### config.mk
export PLATFORM = sky130hd
export DESIGN_NAME = redmule_tile_ctrl
export DESIGN_NICKNAME = d
export VERILOG_FILES = /design/src/rtl/redmule_tile_ctrl.sv
export SDC_FILE = /design/constraint.sdc
export NUM_CORES = 1
export LEC_CHECK = 0
export ABC_AREA = 1
export CAP_MARGIN = 20
export CORE_MARGIN = 5
export CORE_UTILIZATION = 50
export DETAILED_ROUTE_END_ITERATION = 12
export GPL_TIMING_DRIVEN = 0
export PLACE_DENSITY = 0.77
export SLEW_MARGIN = 20
export SYNTH_ARGS = -nofsm -noshare
export SYNTH_HDL_FRONTEND = slang
export SYNTH_SLANG_ARGS = --single-unit
### constraint.sdc
create_clock -name clk_i -period 3.55 [get_ports clk_i]
set_input_delay 0.71 -clock clk_i [delete_from_list [all_inputs] [get_ports clk_i]]
set_output_delay 0.71 -clock clk_i [all_outputs]
set_load 0.005 [all_outputs]
### src/rtl/redmule_tile_ctrl.sv
`default_nettype none
// redmule_tile_ctrl -- tile sequencer driving the RedMulE weight scheduler, engine and Z buffer.
// Revision: 1.0
module redmule_tile_ctrl #(
  parameter int N_CORES      = 8,
  parameter int Height       = 4,
  parameter int DRAIN_CYCLES = Height - 2,
  parameter int CNT_W        = 16
) (
  input  logic                 clk_i,
  input  logic                 rst_i,
  input  logic                 start_i,
  input  logic                 abort_i,
  input  logic [CNT_W-1:0]     w_iters_i,
  input  logic [CNT_W-1:0]     tot_tiles_i,
  input  logic                 y_acc_i,
  input  logic                 w_loaded_i,
  input  logic                 reg_enable_i,
  input  logic                 z_full_i,
  input  logic                 z_empty_i,
  output logic                 busy_o,
  output logic                 done_o,
  output logic [2*N_CORES-1:0] evt_o,
  output logic                 first_load_o,
  output logic                 storing_o,
  output logic                 finished_o,
  output logic                 sched_rst_o,
  output logic                 flush_o,
  output logic                 accumulate_o,
  output logic                 w_shift_o,
  output logic                 z_fill_o,
  output logic                 z_buffer_clk_en_o,
  output logic [CNT_W-1:0]     tile_idx_o
);

  localparam logic [2:0] S_IDLE      = 3'd0;
  localparam logic [2:0] S_STARTING  = 3'd1;
  localparam logic [2:0] S_COMPUTING = 3'd2;
  localparam logic [2:0] S_DRAIN     = 3'd3;
  localparam logic [2:0] S_BUFFERING = 3'd4;
  localparam logic [2:0] S_STORING   = 3'd5;
  localparam logic [2:0] S_FINISHED  = 3'd6;

  localparam logic [CNT_W-1:0] ONE_CNT     = CNT_W'(1);
  localparam logic [CNT_W-1:0] HEIGHT_ROWS = CNT_W'(Height);
  localparam logic [CNT_W-1:0] DRAIN_LAST  = CNT_W'(DRAIN_CYCLES - 1);

  logic [2:0]       state;
  logic [2:0]       state_next;
  logic [CNT_W-1:0] w_iters_q;
  logic [CNT_W-1:0] tot_tiles_q;
  logic             y_acc_q;
  logic [CNT_W-1:0] row_cnt;
  logic [CNT_W-1:0] drain_cnt;
  logic [CNT_W-1:0] tile_cnt;
  logic             acc_q;

  logic             load_ok;
  logic [CNT_W-1:0] row_adv;
  logic             rows_done;
  logic             drain_last;
  logic             last_tile;
  logic             abort_hit;

  // Rows are capped at the tile size so prefetch can never overrun the counter.
  assign load_ok    = w_loaded_i && (row_cnt < w_iters_q);
  assign row_adv    = row_cnt + (load_ok ? ONE_CNT : '0);
  assign rows_done  = (row_adv >= w_iters_q);
  assign drain_last = (drain_cnt == DRAIN_LAST);
  assign last_tile  = (tile_cnt == (tot_tiles_q - ONE_CNT));
  assign abort_hit  = abort_i && (state != S_IDLE) && (state != S_FINISHED);

  always_ff @(posedge clk_i) begin
    if (rst_i) begin
      state <= S_IDLE;
    end else begin
      state <= state_next;
    end
  end

  always_comb begin
    state_next = state;
    if (abort_hit) begin
      state_next = S_FINISHED;
    end else begin
      case (state)
        S_IDLE: begin
          if (start_i) begin
            state_next = (w_iters_i == '0 || tot_tiles_i == '0) ? S_FINISHED : S_STARTING;
          end
        end
        S_STARTING:  if (w_loaded_i) state_next = S_COMPUTING;
        S_COMPUTING: if (rows_done) state_next = S_DRAIN;
        S_DRAIN:     if (reg_enable_i && drain_last) state_next = S_BUFFERING;
        S_BUFFERING: if (z_full_i) state_next = S_STORING;
        S_STORING: begin
          if (z_empty_i) state_next = last_tile ? S_FINISHED : S_COMPUTING;
        end
        S_FINISHED:  state_next = S_IDLE;
        default:     state_next = S_IDLE;
      endcase
    end
  end

  always_ff @(posedge clk_i) begin
    if (rst_i) begin
      w_iters_q   <= '0;
      tot_tiles_q <= '0;
      y_acc_q     <= 1'b0;
      row_cnt     <= '0;
      drain_cnt   <= '0;
      tile_cnt    <= '0;
      acc_q       <= 1'b0;
    end else if (abort_hit) begin
      acc_q <= 1'b0;
    end else begin
      case (state)
        S_IDLE: begin
          row_cnt  <= '0;
          tile_cnt <= '0;
          if (start_i) begin
            w_iters_q   <= w_iters_i;
            tot_tiles_q <= tot_tiles_i;
            y_acc_q     <= y_acc_i;
          end
        end
        S_STARTING: begin
          if (w_loaded_i) begin
            row_cnt <= ONE_CNT;
            acc_q   <= y_acc_q;
          end
        end
        S_COMPUTING: begin
          row_cnt <= row_adv;
          if (y_acc_q || row_adv >= HEIGHT_ROWS) acc_q <= 1'b1;
          if (rows_done) drain_cnt <= '0;
        end
        S_DRAIN: begin
          if (reg_enable_i) begin
            if (drain_last) begin
              acc_q   <= 1'b0;
              row_cnt <= '0;
            end else begin
              drain_cnt <= drain_cnt + ONE_CNT;
            end
          end
        end
        // Rows loaded while the Z buffer fills count toward the next tile.
        S_BUFFERING: row_cnt <= row_adv;
        S_STORING: begin
          if (z_empty_i && !last_tile) begin
            tile_cnt <= tile_cnt + ONE_CNT;
            acc_q    <= y_acc_q;
          end
        end
        S_FINISHED: begin
          row_cnt   <= '0;
          drain_cnt <= '0;
          tile_cnt  <= '0;
          acc_q     <= 1'b0;
        end
        default: ;
      endcase
    end
  end

  always_comb begin
    busy_o            = 1'b0;
    done_o            = 1'b0;
    first_load_o      = 1'b0;
    storing_o         = 1'b0;
    finished_o        = 1'b0;
    sched_rst_o       = 1'b0;
    flush_o           = 1'b0;
    w_shift_o         = 1'b0;
    z_fill_o          = 1'b0;
    z_buffer_clk_en_o = 1'b0;
    case (state)
      S_STARTING: begin
        busy_o       = 1'b1;
        first_load_o = 1'b1;
      end
      S_COMPUTING: begin
        busy_o    = 1'b1;
        w_shift_o = 1'b1;
      end
      S_DRAIN: busy_o = 1'b1;
      S_BUFFERING: begin
        busy_o            = 1'b1;
        z_buffer_clk_en_o = 1'b1;
        z_fill_o          = reg_enable_i;
      end
      S_STORING: begin
        busy_o     = 1'b1;
        storing_o  = 1'b1;
        finished_o = last_tile;
      end
      S_FINISHED: begin
        done_o      = 1'b1;
        flush_o     = 1'b1;
        sched_rst_o = 1'b1;
        finished_o  = 1'b1;
      end
      default: ;
    endcase
  end

  assign accumulate_o = acc_q & reg_enable_i;
  assign tile_idx_o   = tile_cnt;

  for (genvar k = 0; k < N_CORES; k++) begin : g_evt
    assign evt_o[2*k]   = done_o;
    assign evt_o[2*k+1] = 1'b0;
  end

endmodule
`default_nettype wire

==> metrics.txt <==
clock-pin slew of the registers on the worst-case setup and hold paths 70 ps; most frequent cells after synthesis nand2_1, nor2_1, inv_1; Seq cells post-synth 85; Syn Inst Count 962; Max Cap Violations 0; Worst-Margin Slew 674 ps; period utilization 115%; Final #Nets between 1,000 and 1,500; critical hold path startpoint w_iters_q[0]$_SDFFE_PP0P_; FF-to-FF Start row_cnt[1]$_SDFFE_PP0P_; CP max FO 8; Slew Viols, Final 0; Final setup viols 19; vias in the first global route 5,935; drt first-iter violations around 650; top-count cell post-synth nand2_1; I/O pins 84; clk_skew around 8.6 ps; crit path kind flop to flop; internal power 2.57 mW; drt pass-1 iters 5; Clock Power Share 21.5%; worst-case reg-to-reg path depth 25; leakage 3.33 nW; Die Ht 122 um; Worst Hold End w_iters_q[0]$_SDFFE_PP0P_; net switching power around 2.1 mW; final setup margin -528 ps; largest net degree at the start of global routing 20; Net Sw Frac 44.8%; layout cell share with drive strength beyond 1 15.3%; initial antenna violation count 0; Synth Warn # 0; required time worst endpoint between 3000 and 4000 ps; area of placed instances 7300 um^2; Post-synth EDFFs 0; outcome finished, violations left; cell area power density roughly 580 nW/um^2; DP Wirelength 13.7 mm; DRC 0; Main synth FF type dfxtp_1; Ant. Diodes 0; drt total wl 18.4 mm; Core Box Area around 12,000 um^2; area share of the largest cell type after synthesis 27.3%; ys async rst share 0%; Initial Utilization about half; CP Capture Type flop; R2R Path End drain_cnt[0]$_SDFFE_PP0P_; RSZ-0062 raised after global routing true; final hold vios 0; Clock Sink Count 85; Gate power share 52.1%; gp weighted congestion 0.956; first-pass GRT wire length between 20 and 30 mm; Clk Latency, worst-skew pair 360 ps; largest cells by area after synthesis dfxtp_1, nand2_1, a21oi_1, ha_1, nor2_1; Global Route Usage Sum approximately a quarter; min Tclk post-route 4080 ps; mean post-synth cell area 6.48 um^2; Port Buffers 74; CTS tree done; routed len/inst 14.8 um; die width 122 um; cell row count 40; leading area contributor after synthesis dfxtp_1; hold-critical path depth 2; startpoint types flop; Unique masters post-synth 43; area grow syn2layout 28.8%; H-Tree Level Count 3; failing checks negative setup slack; Overflow after GRT 0; CTS max path bufs 2; DR vias/cell 5.37; worst path arrival time 4370 ps; antenna viol nets, final 0; Max transition margin between 50% and 60%; Root Driver clkbuf_16; Num CTS Buffers 9; reg-to-reg slack, setup -530 ps; Fmax 245 MHz; Reg power frac 26.4%; HP Class flop to flop; VDD IR max 0.000343 V; Power Total 4.66 mW; worst hold margin approximately 490 ps; synthesized area 6230 um^2; routed via count approximately 6,700; die footprint 14,800 um^2; sequential area share after synthesis 27.3%; Final Instance Area 8020 um^2
-- cells in the final DEF, fill, tap and decap left out, types with 15 or more instances in the layout --
cell	instances
dfxtp_1	76
nand3_1	50
nand4_1	38
a21oi_2	15
clkdlybuf4s50_1	74
a21oi_1	81
nand2_1	217
o21ai_0	37
buf_4	35
clkbuf_1	20
ha_1	27
nor2_1	110
xor2_1	29
inv_1	95
-- registers in the layout (all words and copies together), names as in the netlist --
name / cells
tot_tiles_q: 16
y_acc_q: 1
acc_q: 1
row_cnt: 16
tile_idx_o: 16
drain_cnt: 16
w_iters_q: 16
state: 3
-- cell type report --
cell class                      count  area [um^2]
Tap cell                          168          210
Clock buffer                        9          225
Fill cell                        1106         4090
Timing Repair Buffer               93          891
Sequential cell                    85         1720
Buffer                             50          318
Multi-Input combinational cell    726         4170
Inverter                          107          404
Clock inverter                      7         81.3
-- what timing repair did --
action                                  CTS  global route
pin swaps                                20            21
hold buffers                              0             0
gates resized for setup                  59            18
cloned                                    1             0
buffers inserted                         11             7
endpoints found under the setup margin   20            21
-- layer usage --
metal	wire, um	vias up	GRT usage [%]	part of all wire [%]
li1	-	3356	-	-
met1	8590	3053	35.3	47
met2	8100	253	38.5	44
met3	1430	23	4.74	7.8
met4	263	0	7.00	1.4
met5	0	-	0	0
-- worst max path at each step --
stage	from	end	slack, ps	cells after the start
after global routing	w_iters_q[1]$_SDFFE_PP0P_	drain_cnt[0]$_SDFFE_PP0P_	-760	26
after CTS	row_cnt[9]$_SDFFE_PP0P_	drain_cnt[0]$_SDFFE_PP0P_	-510	24
after global placement	row_cnt[11]$_SDFFE_PP0P_	state[1]$_SDFFE_PP0P_	-810	25
after detailed placement	row_cnt[11]$_SDFFE_PP0P_	drain_cnt[15]$_SDFFE_PP0P_	-820	24
after floorplan	row_cnt[1]$_SDFFE_PP0P_	state[1]$_SDFFE_PP0P_	-30	26
final	row_cnt[1]$_SDFFE_PP0P_	drain_cnt[0]$_SDFFE_PP0P_	-530	25
-- cell families after synthesis --
logic type	after synthesis	synth area share, %
AOI/OAI and AO/OA	152	13.1
other	1	0.0602
DFF	85	27.3
and+or+nand+nor	492	35.7
buffers and inverters	158	11.2
xor gates and xnor gates	37	5.20
adders and majority gates	37	7.43
-- power by group through the flow --
| stage | combinational, mW | sequential [mW] | clock, mW |
|---|---|---|---|
| floorplan | 1.58 | 1.21 | 0 |
| global placement | 2.11 | 1.24 | 0 |
| detailed placement | 2.15 | 1.25 | 0 |
| CTS | 2.30 | 1.23 | 1.00 |
| global route | 2.69 | 1.25 | 1.06 |
| finish | 2.43 | 1.23 | 1.00 |
-- through the flow --
stage / std cells / util [%] / setup slack [ps] / TNS (ps)
floorplan: 969 / - / -27.0 / -108
CTS: 1238 / 65.3 / -511 / -8530
global route: 1245 / 66.3 / -757 / -13860
finish: 1245 / 66.3 / -528 / -9680
detailed placement: 1211 / 60.3 / -818 / -14770
global placement: 1211 / 60.3 / -807 / -14940
-- worst max-delay path, stage by stage (launching register included) --
cell and delay, ps:
dfxtp_4 360, ha_4 220, o21a_1 100, o211ai_1 160
nand2_1 100, nand4_1 70, o211ai_1 110, a211oi_2 290
ha_2 260, ha_4 160, nand3_4 90, nor2_4 180
nand3_2 120, nor2_1 110, nand2_1 60, nand2_2 80
inv_2 60, ha_4 250, nand4_1 170, nor3_4 220
nand3_1 100, nand4_1 110, buf_6 150, nand2_8 90
or2_4 270, a21oi_2 100
Note: power is estimated with default switching activity, not from simulation.
